--- src/rtl/demux_1x8_scan_ctrl.sv ---
// demux_1x8_scan_ctrl
// Scan sequencer for a 1x8 demultiplexer. It walks the enabled channels in
// ascending order and holds each one for a programmable dwell. Channel changes
// are break-before-make: one GAP cycle with the demux input forced low.
// Operates as a single pass or as a continuous scan, with a start/stop/busy/done
// handshake and a count of completed passes.
//
// state  | meaning
// -------+----------------------------------------------------------------
// IDLE   | not scanning; sel_out=0; waiting for start
// ACTIVE | routing data_in to channel sel_out; dwell down-counter running
// GAP    | demux input held low for one cycle; sel_out already at next channel
module demux_1x8_scan_ctrl #(
  parameter int DWELL_W = 8
) (
  input  logic               clk,
  input  logic               rst_n,
  input  logic               start,
  input  logic               stop,
  input  logic               mode,
  input  logic [7:0]         ch_mask,
  input  logic [DWELL_W-1:0] dwell,
  input  logic               data_in,
  output logic [2:0]         sel_out,
  output logic               demux_in,
  output logic               busy,
  output logic               done,
  output logic [7:0]         pass_cnt
);

  typedef enum logic [1:0] {
    S_IDLE   = 2'd0,
    S_ACTIVE = 2'd1,
    S_GAP    = 2'd2
  } state_t;

  state_t             state_q, state_d;
  logic [2:0]         sel_q, sel_d;
  logic [7:0]         mask_q, mask_d;
  logic               mode_q, mode_d;
  logic [DWELL_W-1:0] dwell_q, dwell_d;   // captured dwell, already clamped to >= 1
  logic [DWELL_W-1:0] cnt_q, cnt_d;       // ACTIVE cycles left after the current one
  logic               done_q, done_d;
  logic [7:0]         pass_q, pass_d;

  logic [DWELL_W-1:0] dwell_eff;
  logic [7:0]         mask_above;
  logic               has_next;
  logic [2:0]         next_ch;
  logic [2:0]         first_ch;
  logic [2:0]         start_ch;

  // Lowest set bit of a channel mask; returns 0 for an empty mask.
  function automatic logic [2:0] lowest_ch(input logic [7:0] m);
    logic [2:0] r;
    r = 3'd0;
    for (int k = 7; k >= 0; k--) begin
      if (m[k]) r = 3'(k);
    end
    return r;
  endfunction

  // Channel search helpers: a zero dwell is run as a one-cycle dwell.
  always_comb begin
    dwell_eff  = (dwell == '0) ? DWELL_W'(1) : dwell;
    mask_above = mask_q & (8'hFE << sel_q);
    has_next   = |mask_above;
    next_ch    = lowest_ch(mask_above);
    first_ch   = lowest_ch(mask_q);
    start_ch   = lowest_ch(ch_mask);
  end

  // Next-state logic for the scan FSM and its datapath registers.
  always_comb begin
    state_d = state_q;
    sel_d   = sel_q;
    mask_d  = mask_q;
    mode_d  = mode_q;
    dwell_d = dwell_q;
    cnt_d   = cnt_q;
    pass_d  = pass_q;
    done_d  = 1'b0;

    case (state_q)
      S_IDLE: begin
        if (start) begin
          if (ch_mask != 8'h00) begin
            state_d = S_ACTIVE;
            sel_d   = start_ch;
            mask_d  = ch_mask;
            mode_d  = mode;
            dwell_d = dwell_eff;
            cnt_d   = dwell_eff - 1'b1;
            pass_d  = 8'h00;
          end else begin
            // Nothing to scan: report completion at once. The pass count is
            // left alone because no scan was actually started.
            done_d = 1'b1;
          end
        end
      end

      S_ACTIVE: begin
        if (stop) begin
          state_d = S_IDLE;
          sel_d   = 3'd0;
          done_d  = 1'b1;
        end else if (cnt_q == '0) begin
          if (has_next) begin
            state_d = S_GAP;
            sel_d   = next_ch;
          end else begin
            pass_d = pass_q + 8'd1;
            if (mode_q) begin
              state_d = S_GAP;
              sel_d   = first_ch;
            end else begin
              state_d = S_IDLE;
              sel_d   = 3'd0;
              done_d  = 1'b1;
            end
          end
        end else begin
          cnt_d = cnt_q - 1'b1;
        end
      end

      S_GAP: begin
        if (stop) begin
          state_d = S_IDLE;
          sel_d   = 3'd0;
          done_d  = 1'b1;
        end else begin
          state_d = S_ACTIVE;
          cnt_d   = dwell_q - 1'b1;
        end
      end

      default: begin
        state_d = S_IDLE;
        sel_d   = 3'd0;
      end
    endcase
  end

  // State and datapath registers; reset clears everything, even mid-scan.
  always_ff @(posedge clk or negedge rst_n) begin
    if (!rst_n) begin
      state_q <= S_IDLE;
      sel_q   <= 3'd0;
      mask_q  <= 8'h00;
      mode_q  <= 1'b0;
      dwell_q <= '0;
      cnt_q   <= '0;
      pass_q  <= 8'h00;
      done_q  <= 1'b0;
    end else begin
      state_q <= state_d;
      sel_q   <= sel_d;
      mask_q  <= mask_d;
      mode_q  <= mode_d;
      dwell_q <= dwell_d;
      cnt_q   <= cnt_d;
      pass_q  <= pass_d;
      done_q  <= done_d;
    end
  end

  // Outputs: demux input is gated only by the registered state.
  always_comb begin
    sel_out  = sel_q;
    busy     = (state_q != S_IDLE);
    demux_in = (state_q == S_ACTIVE) & data_in;
    done     = done_q;
    pass_cnt = pass_q;
  end

endmodule

--- config.mk ---
export PLATFORM = sky130hd
export DESIGN_NAME = demux_1x8_scan_ctrl
export DESIGN_NICKNAME = d
export VERILOG_FILES = /design/src/rtl/demux_1x8_scan_ctrl.sv
export SDC_FILE = /design/constraint.sdc
export NUM_CORES = 1
export LEC_CHECK = 0
export ABC_AREA = 1
export CAP_MARGIN = 15
export CORE_MARGIN = 3
export CORE_UTILIZATION = 35
export CTS_CLUSTER_DIAMETER = 30
export CTS_CLUSTER_SIZE = 16
export DETAILED_ROUTE_END_ITERATION = 10
export GPL_ROUTABILITY_DRIVEN = 0
export SLEW_MARGIN = 20
export SYNTH_ARGS = -nofsm -noshare
export SYNTH_HDL_FRONTEND = slang
export SYNTH_SLANG_ARGS = --single-unit
--- constraint.sdc ---
create_clock -name clk -period 2.1 [get_ports clk]
set_input_delay 0.42 -clock clk [delete_from_list [all_inputs] [get_ports clk]]
set_output_delay 0.42 -clock clk [all_outputs]
set_load 0.03 [all_outputs]
==> impl_metrics.csv <==
group,metric,value,unit
logic_synthesis,synth_top_family_by_area,"simple AND/OR/NAND/NOR gates",
logic_synthesis,synth_xor_xnor_area_share,0.02398,
setup_path,path_max_fanout,7,
logic_synthesis,ys_seq_elements,39,
cells_and_area,drive_gt1_frac,0.2000,
place,dp_hpwl,4735,um
sta,tightest_slew,0.5076,ns
logic_synthesis,synth_edf_count,0,
logic_synthesis,synth.avg_cell_area,7.221,sq um
floorplan,fp.dieH,91.46,um
floorplan,start_util,0.3681,
logic_synthesis,synth_seq_area_share,0.3818,
cts,clk_path_buf_depth,2,
logic_synthesis,netlist_top_cells_count,"nand2_1 (114), dfrtp_1 (39), inv_1 (35), nor2_1 (29), o21ai_0 (22)",
floorplan,ios,36,
cells_and_area,num-fill-cells,719,
grt,grt_max_degree,40,
sta,finalSetupViolations,0,
sta,timing.setup.tns,0,ns
route,drc,0,
logic_synthesis,synth-compound-area-share,0.1282,
cells_and_area,diodes,0,
power,intPower,0.002410,W
flow_run,drv_cap,0,
sta,slew_headroom,0.6616,
setup_path,regToRegSetupSlack,0.17,ns
logic_synthesis,synth_cell_types,31,
sta,slew_violations,0,
cts,cts_sinks,39,
setup_path,crit_path_top_delay_cell,"clkdlybuf4s50_1",
cts,postCtsSetupBuffers,0,
grt,grt_pass1_vias,2406,
power,peakVddDrop,0.5806,mV
grt,grt_pass1_wl,10810,um
cts,path_clk_slew,0.08,ns
logic_synthesis,synth-adder-area-share,0.02937,
route,dr.pass1.iters,4,
cts,ctsHoldBuffers,0,
floorplan,core,6944,sq um
route,dr_wl_met2,2870,um
route,via_count,2350,
place,dp_slack,-0.08529,ns
power,power_density,1354,nW/um^2
route,met3RoutedLength,208,um
setup_path,rr_endpoint,"cnt_q[6]",
setup_path,r2r-start,"state_q[1]",
grt,grt_overflow,0,
logic_synthesis,synth-warning-count,0,
cts,cts_root_buffer,"clkbuf_8",
logic_synthesis,synth_nets,382,
logic_synthesis,synthCells,354,
power,pwr-share-comb,0.529,
setup_path,cp_top_family,"buffers and inverters",
sta,rsz0062_at_grt,"true",
cts,cts_tree,"built",
grt,track_usage,0.1570,
setup_path,worstPathRequired,1.68,ns
floorplan,dieArea,8365,sq um
sta,final_hold_viol_count,0,
cts,cts_buffers,5,
cells_and_area,stdcell_count,506,
route,met1_length,2849,um
cells_and_area,final-seq-area,975.9,sq um
setup_path,crit_chain,"clkdlybuf4s50_1",
setup_path,setup.worst_path.end,"sel_out[2]",
worst_hold_path,worstHoldPathType,"in2async",
floorplan,die_x,91.46,um
cells_and_area,fin_nets,437,
logic_synthesis,synth.area.top_cells,"dfrtp_1 (38%), nand2_1 (17%), inv_1 (5.1%)",
sta,post-route-period-util,0.9216,
route,finalWirelength,5982,um
power,p_sw_frac,0.4529,
logic_synthesis,synthSimpleGateAreaFrac,0.3505,
sta,setup_ws,0.1647,ns
logic_synthesis,synth.largest_area_cell,"dfrtp_1",
route,drt_iter0_markers,99,
logic_synthesis,async_reset_ff_frac,1.000,
setup_path,startpoint,"sel_out[2]",
logic_synthesis,synth.most_common_cell,"nand2_1",
setup_path,max_stage_delay,0.72,ns
power,p_clk_frac,0.171,
setup_path,timing.critical_path.buf_inv,1,
logic_synthesis,synthFlopType,"dfrtp_1",
sta,fin_crit,1.935,ns
power,finalPower,0.004406,W
cts,worstSkewPairLatency,0.29,ns
grt,antenna_found_initial,0,
setup_path,path_class,"reg2out",
sta,clock_skew,0.004064,ns
route,vias_per_cell,4.644,
power,cellLeakagePower,1.566,nW
logic_synthesis,synthMuxAreaShare,0,
route,ant_nets,0,
setup_path,startpoint_type,"flop",
status,outcome,"finished, final reports clean",
cells_and_area,multi_input_area,1380,sq um
route,routed.top_layer,"met4",
sta,max_freq,0.5167,GHz
power,p_sw,0.001995,W
route,wl_per_cell,11.82,um
logic_synthesis,synth_area,2556,sq um
setup_path,end_kind,"output port",
cts,htreeDepth,2,
power,p_seq_frac,0.299,
logic_synthesis,post-synth-top-area-fraction,0.3818,
setup_path,cp.depth,1,
place,numPortBuffers,35,
place,place_inst,498,
setup_path,arrival,1.52,ns
floorplan,rows,30,
cells_and_area,syn_to_final_growth,27.31,%
setup_path,r2r_cells,12,
[flip-flops by register name (all words and copies together), names as in the netlist]
| signal | count |
|---|---|
| cnt_q | 8 |
| done | 1 |
| dwell_q | 8 |
| mask_q | 8 |
| mode_q | 1 |
| pass_cnt | 8 |
| sel_out | 3 |
| state_q | 2 |
[worst min-delay path by stage]
stage          startpoint         end  slack (ns)  depth (start not counted)
4_1_cts             rst_n   mask_q[4]        0.20                          2
2_1_floorplan       rst_n    cnt_q[0]        0.12                          0
3_5_place_dp   dwell_q[3]  dwell_q[3]        0.47                          2
5_1_grt             rst_n  dwell_q[0]        0.23                          2
3_3_place_gp   dwell_q[1]  dwell_q[1]        0.46                          2
6_report            rst_n   mask_q[6]        0.17                          2
[through the flow]
step / utilization / hold WS [ns] / instance area (sq um)
after floorplan: - / 0.1244 / 2556
after global placement: 0.4468 / 0.4595 / 3103
after detailed placement: 0.4468 / 0.4718 / 3103
after CTS: 0.4658 / 0.1995 / 3234
after global routing: 0.4686 / 0.2288 / 3254
final: 0.4686 / 0.1680 / 3254
[placed cells by master (no fill, tap or decap), drive strengths merged, types with 6 or more instances in the layout]
master	instances
clkbuf	6
nand4	8
inv	39
buf	23
clkdlybuf4s50	32
nand3	20
dfrtp	39
nor2	38
a21oi	10
xor2	6
nand2	125
ha	6
o21ai	35
or2	6
[cells by family (layout without fill, tap and decap cells)]
logic type / count (synthesis) / after routing
fa+ha+maj: 6 / 6
flops: 39 / 39
xor+xnor: 7 / 7
buf+inv: 47 / 103
compound gates: 54 / 54
simple gates: 201 / 201
[routing by layer]
layer,GRT usage,up-vias
li1,-,1244
met5,0,-
met4,0.03643,0
met2,0.2702,39
met1,0.2045,1061
met3,0.02651,6
[layout make-up]
| cell class | count | share of cell area |
|---|---|---|
| Multi-Input combinational cell | 268 | 0.4241 |
| Inverter | 39 | 0.04498 |
| Sequential cell | 39 | 0.2999 |
| Clock inverter | 2 | 0.01845 |
| Timing Repair Buffer | 56 | 0.1534 |
| Tap cell | 96 | 0.03691 |
| Clock buffer | 6 | 0.02230 |
[power groups by stage]
stage                     logic (W)  registers, W  clock network [W]
after floorplan             0.00165       0.00134                  0
after global routing        0.00267       0.00137           0.000792
after global placement      0.00229       0.00133                  0
after CTS                   0.00232       0.00132           0.000769
after detailed placement    0.00231       0.00133                  0
final                       0.00233       0.00132           0.000755
[timing repair]
action                                  in CTS  in global routing
cloned                                       0                  0
resized for setup                            1                  8
endpoints found under the setup margin       1                  9
pin swaps                                    0                  2
Note: power is estimated with default switching activity, not from simulation.
==> variant 1, RTL diff (same settings) <==
Register the output `pass_cnt`, cleared by the reset; this adds one clock of latency there. The other outputs are not delayed to match.
--- a/src/rtl/demux_1x8_scan_ctrl.sv
+++ b/src/rtl/demux_1x8_scan_ctrl.sv
@@ -33,6 +33,8 @@
     S_ACTIVE = 2'd1,
     S_GAP    = 2'd2
   } state_t;
+
+  logic [7:0] pass_cnt_d;
 
   state_t             state_q, state_d;
   logic [2:0]         sel_q, sel_d;
@@ -172,7 +174,15 @@
     busy     = (state_q != S_IDLE);
     demux_in = (state_q == S_ACTIVE) & data_in;
     done     = done_q;
-    pass_cnt = pass_q;
+    pass_cnt_d = pass_q;
+  end
+
+  always_ff @(posedge clk or negedge rst_n) begin
+    if (!rst_n) begin
+      pass_cnt <= '0;
+    end else begin
+      pass_cnt <= pass_cnt_d;
+    end
   end
 
 endmodule
Check against the original RTL: not equivalent (Yosys sat finds a counterexample within 4 cycles, from zero or initial values and one cycle with rst_n low).
==> variant 1 against the original RTL <==
- register-to-register slack hardly changed
- via count is 9.5% higher
- final cell count is 5.5% higher
- wire length is 7.1% higher
- cell area is 8.3% higher
- setup slack worse by 0.0055 ns
- first-iteration DRC count is 51% higher
- synthesized area is 7.8% higher
- sequential cell count is 8 higher
- critical path depth stayed put
- power is 7.3% higher
- utilization is 0.46 points higher
- non-clock buffer count is 8 higher
- largest cell class unchanged
==> variant 1: results (changes against the original RTL) <==
| Metric | Value |
|---|---|
| HPWL after DPL | 5158 um (+8.9%) |
| Leak | 1.733 nW (+11%) |
| Fillcell total | 781 (+8.6%) |
| First-pass GRT wire length | 11430 um (+5.7%) |
| Layout cells sized above 1 | 15.40% (-4.6 points) |
| Final wirelength | 6409 um (+7.1%) |
| Worst-margin pin slew | 0.5740 ns (+0.06638 ns) |
| Post-DP Area | 3379 um2 (+8.9%) |
| GRT Util Overall | 15.78% (+0.074 points) |
| Clock-pin slew on the worst setup and hold paths | 0.10 ns (+0.02 ns) |
| Delay of the slowest critical-path stage | 0.72 ns (about the same) |
| Via count | 2573 (+9.5%) |
| Status | finished, final reports clean |
| Register area share after synthesis | 42.69% (+4.5 points) |
| DR iter-0 viols | 149 (+51%) |
| Synth Flop Type | dfrtp_1 |
| Nets@finish | 462 (+5.7%) |
| Hold slack | 0.09853 ns (-0.06950 ns) |
| Internal | 0.002598 W (+7.8%) |
| Post-synth cell types | 35 (+13%) |
| Setup WS pre-CTS | 0.004255 ns (+0.08955 ns) |
| Peak VDD IR | 650.8 uV (+12%) |
| R2R Path Start | state_q[0] |
| Commonest cells post-synth | nand2_1 (122), dfrtp_1 (47), nor2_1 (39) |
| Largest net degree at the start of global routing | 25 (-38%) |
| Syn Nets | 399 (+4.5%) |
| Top cells by area, synth | dfrtp_1 (43%), nand2_1 (17%), nor2_1 (5.3%) |
[variant 1: cell types whose count changed after synthesis, moves of 4 or more]
cell     unedited run  this run
nand2_2            10         4
nand3_1            18        25
or2_2               6         1
nand2_1           114       122
o21ai_2             9         5
buf_6               5         1
dfrtp_1            39        47
nor2_2              9         4
nor2_1             29        39
[variant 1: power groups by stage]
| stage | sequential [W] | combinational [W] | clock (W) |
|---|---|---|---|
| floorplan | 0.00155 | 0.00168 | 0 |
| global route | 0.00156 | 0.00288 | 0.000747 |
| detailed placement | 0.00153 | 0.00251 | 0 |
| finish | 0.00151 | 0.00253 | 0.000682 |
| global placement | 0.00152 | 0.00246 | 0 |
| CTS | 0.00152 | 0.00252 | 0.000706 |
[variant 1: worst max-delay path by stage]
| stage | startpoint | end | slack [ns] |
|---|---|---|---|
| after global routing | state_q[0] | cnt_q[6] | -0.01 |
| after global placement | ch_mask[1] | pass_cnt_d[7] | 0.04 |
| after detailed placement | ch_mask[1] | pass_cnt_d[2] | 0.004 |
| final | sel_out[2] | sel_out[2] | 0.16 |
| after CTS | state_q[0] | cnt_q[6] | 0.12 |
| after floorplan | state_q[0] | cnt_q[6] | 0.15 |
[variant 1: timing repair]
item                       CTS  global route
hold endpoints to repair     0             0
setup endpoints to repair    1             6
hold buffers                 0             0
buffers inserted             0             3
resized for setup            1             3
[variant 1: cell families (layout without fill, tap and decap cells)]
kind of cell | count (synthesis) | count (layout) | synth area share (%)
adders and majority gates | 6 | 6 | 2.725
and+or+nand+nor | 218 | 218 | 34.83
xor gates and xnor gates | 6 | 6 | 1.907
DFF | 47 | 47 | 42.69
buffers and inverters | 47 | 111 | 7.130
AOI/OAI and AO/OA | 47 | 47 | 10.72
[variant 1: stage by stage]
stage               cells  total power, W  setup TNS, ns
floorplan             371        0.003234              0
finish                534        0.004726              0
global placement      523        0.003988              0
CTS                   531        0.004737              0
global route          534        0.005185       -0.01004
detailed placement    523        0.004046              0
[variant 1: area by class of cell]
type / count / area (um2) / area share (%)
tap: 99 / 123.9 / 3.514
inverter: 39 / 146.4 / 4.153
multi-input combinational: 277 / 1390 / 39.44
clock inverter: 3 / 47.55 / 1.349
timing repair buffer: 64 / 571.8 / 16.22
clock buffer: 5 / 68.82 / 1.952
sequential: 47 / 1176 / 33.37
[variant 1: layer usage]
layer  share of wire, %  up-vias  track usage [%]
met3                4.2        8            3.028
met5                  0        -                0
li1                   -     1313                -
met1                 46     1196            19.77
met2                 49       56            27.89
met4                1.1        0            3.726
==> variant 2, RTL diff (same settings) <==
Made on the original files. Set the parameter `DWELL_W` to 9 (it was 8).
--- a/src/rtl/demux_1x8_scan_ctrl.sv
+++ b/src/rtl/demux_1x8_scan_ctrl.sv
@@ -11,7 +11,7 @@
 // ACTIVE | routing data_in to channel sel_out; dwell down-counter running
 // GAP    | demux input held low for one cycle; sel_out already at next channel
 module demux_1x8_scan_ctrl #(
-  parameter int DWELL_W = 8
+  parameter int DWELL_W = 9
 ) (
   input  logic               clk,
   input  logic               rst_n,
Interface: changed (resized dwell); port bits go from 36 to 37. No check against the original RTL was run, so the function may have changed too.
==> variant 2 against the original RTL <==
- power rose by 16%
- critical path depth rose by 12
- clock skew rose by 0.0059 ns
- sequential cell count rose by 2
- final cell count rose by 7.7%
- cell area rose by 7.0%
- first-iteration DRC count rose by 63%
- synthesized area rose by 4.7%
- die area rose by 4.4%
- wire length rose by 11%
- synthesized cell count rose by 7.9%
- combinational power rose by 38%
- setup slack got worse by 0.12 ns
- critical path type is now reg2reg
- critical endpoint is now cnt_q[6]
- largest cell class unchanged
==> variant 2: results (changes against the original RTL) <==
| Metric | Value |
|---|---|
| Arrival time at the worst endpoint | 2.24 ns (+0.72 ns) |
| Post-synth cell types | 31 (unchanged) |
| First-pass GRT wire length | 11220 um (+3.8%) |
| Antenna Cells | 0 (unchanged) |
| Drt via density | 4.719 (+1.6%) |
| Pre-antenna DRT Iters | 4 (unchanged) |
| Worst-margin pin slew | 0.5221 ns (+0.01446 ns) |
| HPWL after DPL | 5215 um (+10%) |
| Asr flop ratio synth | 100.0% (unchanged) |
| DR iter-0 viols | 161 (+63%) |
| Largest net degree at the start of global routing | 20 (-50%) |
| IO buf count | 36 (+2.9%) |
| Top cells by area, synth | dfrtp_1 (38%), nand2_1 (18%), inv_1 (6.0%) |
| NetSw | 0.002465 W (+24%) |
| Placed insts | 534 (+7.2%) |
| Met2 usage | 26.68% (-0.34 points) |
| Top Registers | cnt_q (9), dwell_q (9) |
| Worst Hold Class | in2async |
| Total CTS buffers | 5 (unchanged) |
| H-tree depth | 2 (unchanged) |
| Final wirelength | 6656 um (+11%) |
| Syn Nets | 412 (+7.9%) |
| Final Slew Violations | 0 (unchanged) |
| Fillcell total | 760 (+5.7%) |
| Post-route antenna net violation count | 0 (unchanged) |
| Register area share after synthesis | 38.34% (+0.16 points) |
| Leak | 1.701 nW (+8.6%) |
| Clock-pin slew on the worst setup and hold paths | 0.08 ns (about the same) |
| CP max FO | 8 (+1) |
| Mean Syn Cell Area | 7.006 um2 (-3.0%) |
| Peak VDD IR | 841.2 uV (+45%) |
| GRT Util Overall | 16.00% (+0.30 points) |
| Initial antenna violation count | 0 (unchanged) |
| Synth Warn # | 0 (unchanged) |
| Commonest cells post-synth | nand2_1 (130), inv_1 (43), dfrtp_1 (41) |
| Status | finished, final reports clean |
| Clk root buf | clkbuf_8 |
| GR Layer Usage met1 | 21.36% (+0.91 points) |
| Worst skew pair latency | 0.29 ns (about the same) |
| Drt wl/cell | 12.21 um (+3.3%) |
| Number of global-route vias before repair | 2532 (+5.2%) |
| Max cap viols | 0 (unchanged) |
| Max Buffers Root-to-Sink | 2 (unchanged) |
| Layout cells sized above 1 | 18.39% (-1.6 points) |
| Nets@finish | 475 (+8.7%) |
| Met3 Resource Use GR | 2.333% (-0.32 points) |
| Layout Skew | 0.009954 ns (+0.005890 ns) |
==> variant 2: timing repair <==
action | CTS | global route
buffers inserted | 0 | 3
setup endpoints to repair | 2 | 5
resized for setup | 1 | 21
pin swaps | 1 | 3
==> variant 2: worst max-delay path, stage by stage, from the launching register on <==
cell and delay [ns]:
dfrtp_1 0.43, buf_4 0.16, ha_4 0.16, buf_6 0.13, nand2_1 0.08, nand3_1 0.10, o21ai_2 0.09, ha_2 0.22
nand2_2 0.08, nor2_4 0.15, nand2_2 0.08, xnor2_2 0.14, nand2_1 0.08, nand2_1 0.04
==> variant 2: per-layer routing <==
layer	vias to the layer above	wire length (um)
met5	-	0
met4	0	89
met3	8	290
met2	59	3201
met1	1164	3076
li1	1341	-
==> variant 2: final timing paths <==
check	cells after the start	slack [ns]	endpoint	start
max	13	0.04	cnt_q[6]	state_q[1]
min	1	0.03	pass_cnt[2]	rst_n
max reg2reg	13	0.04	cnt_q[6]	state_q[1]
min reg2reg	2	0.49	dwell_q[7]	dwell_q[7]
max in group asynchronous	2	1.54	dwell_q[2]	rst_n
min in group clk	2	0.49	dwell_q[7]	dwell_q[7]
==> variant 2: cell type report <==
cell class / count / share of cell area (%)
inverter: 45 / 4.849
tap: 99 / 3.556
sequential: 41 / 29.45
clock buffer: 6 / 2.083
multi-input combinational: 287 / 42.39
timing repair buffer: 65 / 17.39
clock inverter: 2 / 0.2874
==> variant 2: cell families (layout without fill, tap and decap cells) <==
group	after synthesis	count (layout)	share of synthesized area, %
simple gates	215	215	35.02
compound gates	61	61	13.32
buf+inv	54	118	8.742
flops	41	41	38.34
fa+ha+maj	7	7	3.272
xor+xnor	4	4	1.309
==> variant 2: metrics by stage <==
step           setup TNS, ns  setup WS [ns]  cell area [um2]
2_1_floorplan              0        0.03246             2676
3_3_place_gp         -0.1114       -0.04378             3308
3_5_place_dp         -0.2736        -0.1044             3308
4_1_cts                    0        0.01302             3390
5_1_grt              -0.1375       -0.06989             3483
6_report                   0        0.04376             3483
==> variant 2: power by group through the flow <==
stage	sequential [W]	combinational (W)	clock, W
6_report	0.00143	0.00321	0.000491
5_1_grt	0.00146	0.00366	0.000541
4_1_cts	0.00142	0.00298	0.000515
3_5_place_dp	0.00144	0.00297	0
3_3_place_gp	0.00143	0.00294	0
2_1_floorplan	0.00144	0.00202	0
